`config.mk`:
```
export PLATFORM = sky130hd
export DESIGN_NAME = dma_copy_host
export DESIGN_NICKNAME = d
export VERILOG_FILES = /design/src/rtl/dma_copy_host.sv
export SDC_FILE = /design/constraint.sdc
export NUM_CORES = 1
export LEC_CHECK = 0
export CAP_MARGIN = 20
export CORE_AREA = 2 2 113 170
export CTS_BUF_LIST = sky130_fd_sc_hd__clkbuf_8
export CTS_CLUSTER_DIAMETER = 60
export DETAILED_ROUTE_END_ITERATION = 8
export DIE_AREA = 0 0 115 172
export PLACE_DENSITY = 0.87
export RECOVER_POWER = 25
export REMOVE_ABC_BUFFERS = 1
export SYNTH_ARGS = -nofsm -noshare
export SYNTH_HDL_FRONTEND = slang
export SYNTH_SLANG_ARGS = --single-unit
export TNS_END_PERCENT = 10
```
`constraint.sdc`:
```
create_clock -name clk_i -period 6.3 [get_ports clk_i]
set_input_delay 0.945 -clock clk_i [delete_from_list [all_inputs] [get_ports clk_i]]
set_output_delay 0.945 -clock clk_i [all_outputs]
set_load 0.02 [all_outputs]
```
`src/rtl/dma_copy_host.sv`:
```
// Single-channel word-copy DMA: a register port programs SRC/DST/LEN, and the
// initiator port performs one read followed by one write per word.
module dma_copy_host #(
  parameter int AddrWidth = 32,
  parameter int DataWidth = 32
) (
  input  logic                 clk_i,
  input  logic                 rst_i,
  input  logic                 device_req_i,
  input  logic [AddrWidth-1:0] device_addr_i,
  input  logic                 device_we_i,
  input  logic [3:0]           device_be_i,
  input  logic [DataWidth-1:0] device_wdata_i,
  output logic                 device_rvalid_o,
  output logic [DataWidth-1:0] device_rdata_o,
  output logic                 host_req_o,
  input  logic                 host_gnt_i,
  output logic [AddrWidth-1:0] host_addr_o,
  output logic                 host_we_o,
  output logic [3:0]           host_be_o,
  output logic [DataWidth-1:0] host_wdata_o,
  input  logic                 host_rvalid_i,
  input  logic [DataWidth-1:0] host_rdata_i,
  input  logic                 host_err_i,
  output logic                 irq_o,
  output logic [2:0]           dbg_state_o
);

  typedef enum logic [2:0] {
    ST_IDLE    = 3'd0,
    ST_RD_REQ  = 3'd1,
    ST_RD_WAIT = 3'd2,
    ST_WR_REQ  = 3'd3,
    ST_WR_WAIT = 3'd4
  } state_e;

  state_e                 state_q, state_d;
  logic [AddrWidth-1:0]   src_q, dst_q, wsrc_q, wdst_q;
  logic [15:0]            len_q, wcnt_q;
  logic [31:0]            buf_q;
  logic                   done_q, err_q, irq_q;
  logic                   dev_rvalid_q;
  logic [31:0]            dev_rdata_q;

  logic [1:0]  reg_sel;
  logic [31:0] wdata32, rd_word, src_m, dst_m, len_m;
  logic        busy, reg_wr, cfg_wr, ctrl_wr, start_req, clear_req;
  logic        load_work, capture, advance, set_done, set_err;
  logic        unused_addr_bits;

  function automatic logic [31:0] be_merge(input logic [31:0] old_w,
                                           input logic [31:0] new_w,
                                           input logic [3:0]  be);
    be_merge = old_w;
    for (int b = 0; b < 4; b++) begin
      if (be[b]) be_merge[8*b +: 8] = new_w[8*b +: 8];
    end
  endfunction

  assign reg_sel          = device_addr_i[3:2];
  assign unused_addr_bits = ^{device_addr_i[AddrWidth-1:4], device_addr_i[1:0]};
  assign wdata32          = device_wdata_i;
  assign busy             = (state_q != ST_IDLE);
  assign reg_wr           = device_req_i && device_we_i;
  assign cfg_wr           = reg_wr && !busy && (reg_sel != 2'd3);
  assign ctrl_wr          = reg_wr && (reg_sel == 2'd3) && device_be_i[0];
  assign start_req        = ctrl_wr && wdata32[0];
  assign clear_req        = ctrl_wr && wdata32[1];

  assign src_m = be_merge(32'(src_q), wdata32, device_be_i);
  assign dst_m = be_merge(32'(dst_q), wdata32, device_be_i);
  assign len_m = be_merge({16'h0, len_q}, wdata32, device_be_i);

  always_comb begin
    rd_word = '0;
    unique case (reg_sel)
      2'd0:    rd_word = 32'(src_q);
      2'd1:    rd_word = 32'(dst_q);
      2'd2:    rd_word = {16'h0, len_q};
      default: rd_word = {29'h0, err_q, done_q, busy};
    endcase
  end

  // Initiator handshake: a transfer is accepted on a cycle where host_req_o
  // and host_gnt_i are both high; address/we/wdata are pure functions of the
  // request state, so they cannot move while the request is stalled. Exactly
  // one host_rvalid_i is expected per accepted transfer and only one is ever
  // outstanding.
  always_comb begin
    state_d   = state_q;
    load_work = 1'b0;
    capture   = 1'b0;
    advance   = 1'b0;
    set_done  = 1'b0;
    set_err   = 1'b0;
    unique case (state_q)
      ST_IDLE: begin
        if (start_req) begin
          if (len_q != 16'h0) begin
            state_d   = ST_RD_REQ;
            load_work = 1'b1;
          end else begin
            set_done = 1'b1;
          end
        end
      end
      ST_RD_REQ: if (host_gnt_i) state_d = ST_RD_WAIT;
      ST_RD_WAIT: begin
        if (host_rvalid_i) begin
          if (host_err_i) begin
            state_d = ST_IDLE;
            set_err = 1'b1;
          end else begin
            state_d = ST_WR_REQ;
            capture = 1'b1;
          end
        end
      end
      ST_WR_REQ: if (host_gnt_i) state_d = ST_WR_WAIT;
      ST_WR_WAIT: begin
        if (host_rvalid_i) begin
          if (host_err_i) begin
            state_d = ST_IDLE;
            set_err = 1'b1;
          end else begin
            advance = 1'b1;
            if (wcnt_q == 16'd1) begin
              state_d  = ST_IDLE;
              set_done = 1'b1;
            end else begin
              state_d = ST_RD_REQ;
            end
          end
        end
      end
      default: state_d = ST_IDLE;
    endcase
  end

  always_ff @(posedge clk_i) begin
    if (rst_i) begin
      state_q      <= ST_IDLE;
      src_q        <= '0;
      dst_q        <= '0;
      len_q        <= '0;
      wsrc_q       <= '0;
      wdst_q       <= '0;
      wcnt_q       <= '0;
      buf_q        <= '0;
      done_q       <= 1'b0;
      err_q        <= 1'b0;
      irq_q        <= 1'b0;
      dev_rvalid_q <= 1'b0;
      dev_rdata_q  <= '0;
    end else begin
      state_q      <= state_d;
      irq_q        <= set_done || set_err;
      dev_rvalid_q <= device_req_i;
      dev_rdata_q  <= (device_req_i && !device_we_i) ? rd_word : 32'h0;
      if (cfg_wr) begin
        unique case (reg_sel)
          2'd0:    src_q <= {src_m[AddrWidth-1:2], 2'b00};
          2'd1:    dst_q <= {dst_m[AddrWidth-1:2], 2'b00};
          default: len_q <= len_m[15:0];
        endcase
      end
      // Clear is applied before start/set so clear+start behaves as clear-then-start.
      if (clear_req || load_work) begin
        done_q <= 1'b0;
        err_q  <= 1'b0;
      end
      if (set_done) done_q <= 1'b1;
      if (set_err)  err_q  <= 1'b1;
      if (load_work) begin
        wsrc_q <= src_q;
        wdst_q <= dst_q;
        wcnt_q <= len_q;
      end
      if (capture) buf_q <= host_rdata_i;
      if (advance) begin
        wsrc_q <= wsrc_q + AddrWidth'(4);
        wdst_q <= wdst_q + AddrWidth'(4);
        wcnt_q <= wcnt_q - 16'd1;
      end
    end
  end

  assign host_req_o      = (state_q == ST_RD_REQ) || (state_q == ST_WR_REQ);
  assign host_we_o       = (state_q == ST_WR_REQ);
  assign host_be_o       = 4'hF;
  assign host_addr_o     = (state_q == ST_RD_REQ) ? wsrc_q :
                           (state_q == ST_WR_REQ) ? wdst_q : '0;
  assign host_wdata_o    = (state_q == ST_WR_REQ) ? buf_q : '0;
  assign device_rvalid_o = dev_rvalid_q;
  assign device_rdata_o  = dev_rdata_q;
  assign irq_o           = irq_q;
  assign dbg_state_o     = state_q;

endmodule

```
==> summary.txt <==
Synth
  • Multiplexer share of the synthesized area: 12.73%
  • Async SR Flop Fraction: 0%
  • Most used flip-flop cell after synthesis: dfxtp_1
  • Xor and xnor area share after synthesis: 0.3396%
  • Yosys warning count: 0
  • Synth Area in Compound Gates: 13.79%
  • Simple-gate area share of the yosys netlist: 25.26%
  • Syn Inst Count: 1,249
  • #FFs+latches synth: 223
  • Netlist cell types: 55
  • Number of flops mapped to enable cells by yosys: 0
  • Combinational family with the most area after synthesis: simple AND/OR/NAND/NOR gates
  • Seq/Total Area, Yosys: 43.27%
  • Synth Cell Area: 10,320 um^2
  • Synth Area in Adders: 0.4851%
  • Syn Area/Cell: 8.260 um^2

CTS
  • Sinks on Clock Net: 223
  • CTS tree: yes
  • Post-cts repair resize count: 0
  • Clock tree buffer depth: 3
  • TritonCTS buffer count: 34
  • Post CTS Setup Buffer Count: 0
  • H-tree level count: 2
  • Worst-Skew Late Latency: 0.52 ns
  • CTS root buffer: clkbuf_8
  • Worst-path clk slew: 0.06 ns
  • Hold-fix buffers at CTS: 0

Worst setup path
  • Critical Path, Cell by Cell: dlygate4sd3_1 -> clkbuf_1 -> and4_1 -> and3_1 -> and2_2 -> buf_4 -> nor3_1 -> a211oi_1
  • CP endpoint kind: flop
  • CP required: 6.71 ns
  • Crit-path max cell delay: 0.80 ns
  • Setup CP Type: input port to flop
  • Cell with the largest stage delay on the worst path: and2_2
  • Startpoint Class: input port
  • Crit path max fanout: 42
  • Arrival time worst endpoint: 4.63 ns

Timing
  • Fmax: 237.0 MHz
  • Minimum clock period: 4.220 ns
  • Final Hold Violating Endpoints: 0
  • Period utilisation layout: 66.98%
  • Max-slew violations: 33
  • Worst slew pin tran: 1.802 ns
  • Post-Route Setup TNS: 0 ns
  • RSZ-0062 raised after global routing: false
  • Final setup viols: 0
  • Final hold slack: 0.4505 ns
  • Clock skew: 0.02088 ns
  • Rel. slew slack: -20.10%

Drt
  • DR pass1 iterations: 6
  • Initial detailed-routing violation count: 1,055
  • Vias/cell: 6.115
  • Vias: 9,943
  • Final ANT Viol Nets: 0
  • Routed len/inst: 18.17 um
  • Final routed DRC violation total: 0
  • Routed WL: 29,550 um

Cells and area
  • Most common cell after layout, fill and taps aside: dfxtp_1
  • Most frequent cells in the layout: 222 x dfxtp_1, 169 x nor2_1, 156 x nand2_1, 138 x clkdlybuf4s50_1, 129 x mux2i_1
  • N_diodes: 0
  • Post-layout util: 69.70%
  • Fraction of layout cells with a size suffix above 1: 5.832%
  • Multi-input gate area: 5456 um^2
  • P&R area growth vs syn: 23.76%
  • Nets@finish: 1,499
  • Sequential cell area: 4466 um^2
  • Fillers: 1,432

Worst hold path
  • Hold crit path type: flop to flop

Floorplanning
  • Die Y: 172 um
  • Die width: 115 um
  • Die area: 19,780 um^2
  • Core box area: 18,320 um^2
  • Rows: 61
  • I/O pin cnt: 214
  • Initial Utilization: 56.32%

Power and ir drop
  • Maximum VDD drop: 142.7 uV
  • Overall power: 2743 uW
  • P per Cell Area: 214.8 nW/um^2
  • Leakage: 0.004667 uW

GRT
  • First-pass GRT wire length: 46,730 um
  • GRT overflow: 0
  • GR Layer Usage met1: 32.21%
  • Met2 Track Usage GR: 52.66%
  • Met3 usage: 4.066%
  • Vias in the first global route: 9,611
  • Largest net degree at the start of global routing: 84
  • GR peak layer: met2
  • Tot GR Track Use: 29.12%
  • Initial antenna violation count: 0

Run
  • Total of max-cap violations: 1

Outcome
  • Failing checks: max-capacitance violations, max-slew violations
  • Outcome: finished, violations left

Placed design
  • GP Congestion: 0.8991
  • Hpwl dp: 20,460 um
  • Port bufs: 177
routing by layer:
metal	share of wire, %	up-vias
met3	5.9	120
met1	38	4657
met4	5.4	0
li1	-	4703
met2	51	463
met5	0	-
worst max-delay path, delay by kind of cell:
family	cells	cell delay (ns)
AND/OR/NAND/NOR	4	1.72
buffers and inverters	3	1.69
AO/OA/AOI/OAI	1	0.23
state kept, by name, indices dropped and copies added (netlist names):
name and cells:
device_rdata_o 32, dst_q 30, len_q 16, err_q 1, done_q 1, src_q 30, irq_o 1, wdst_q 30
dbg_state_o 3, wsrc_q 30, wcnt_q 16, buf_q 32, device_rvalid_o 1
area by class of cell:
class	instances	area share, %
clock buffer	44	4.743
multi-input combinational	927	42.74
clock inverter	10	0.3724
timing repair buffer	190	14.66
tap	220	2.156
sequential	223	34.98
inverter	12	0.3528
final timing paths:
check / start / to / slack, ns / cells after the start
max: device_addr_i[3] / wsrc_q[27]$_SDFFE_PP0P_ / 2.08 / 8
min: buf_q[11]$_SDFFE_PP0P_ / buf_q[11]$_SDFFE_PP0P_ / 0.45 / 2
max reg2reg: dbg_state_o[1]$_SDFFE_PP0P_ / wsrc_q[27]$_SDFFE_PP0P_ / 3.09 / 7
min reg2reg: buf_q[11]$_SDFFE_PP0P_ / buf_q[11]$_SDFFE_PP0P_ / 0.45 / 2
stage by stage:
| step | setup WS (ns) | std cells | area [um^2] |
|---|---|---|---|
| after global placement | 2.179 | 1570 | 12100 |
| after CTS | 2.344 | 1625 | 12770 |
| after floorplan | 2.237 | 1162 | 9960 |
| after detailed placement | 2.154 | 1571 | 12110 |
| final | 2.080 | 1626 | 12770 |
| after global routing | 1.957 | 1626 | 12770 |
cell usage after synthesis (8+ instances only):
| cell type | n | area share (%) |
|---|---|---|
| dfxtp_1 | 223 | 43 |
| o311ai_0 | 8 | 0.68 |
| nand4_1 | 18 | 1.1 |
| nor2_1 | 170 | 6.2 |
| mux2i_1 | 129 | 13 |
| nand2b_1 | 8 | 0.49 |
| and3_1 | 41 | 2.5 |
| a2bb2oi_1 | 17 | 1.4 |
| o211ai_1 | 21 | 1.5 |
| o21ai_0 | 12 | 0.58 |
| clkbuf_1 | 77 | 2.8 |
| nor4_1 | 13 | 0.79 |
| a21oi_1 | 108 | 5.2 |
| nor3_1 | 15 | 0.73 |
| a31oi_1 | 36 | 2.2 |
| and2_1 | 11 | 0.67 |
| or3_1 | 23 | 1.4 |
| inv_1 | 12 | 0.44 |
| or2_2 | 10 | 0.61 |
| nand3_1 | 61 | 3.0 |
| nand2_1 | 157 | 5.7 |
cells by family (layout without fill, tap and decap cells):
family | Yosys count | in the layout
AOI/OAI and AO/OA | 229 | 229
adders and majority gates | 4 | 4
DFF | 223 | 223
xor gates and xnor gates | 4 | 4
and+or+nand+nor | 554 | 554
buffers and inverters | 103 | 256
muxes | 130 | 130
other | 2 | 6
report_power, final:
group          switching [uW]  internal, uW  total [uW]
sequential               7.43          1420        1430
combinational            80.1          66.5         147
clock                     548           622        1170
total                     636          2110        2740
(Power assumes the default switching activity.)
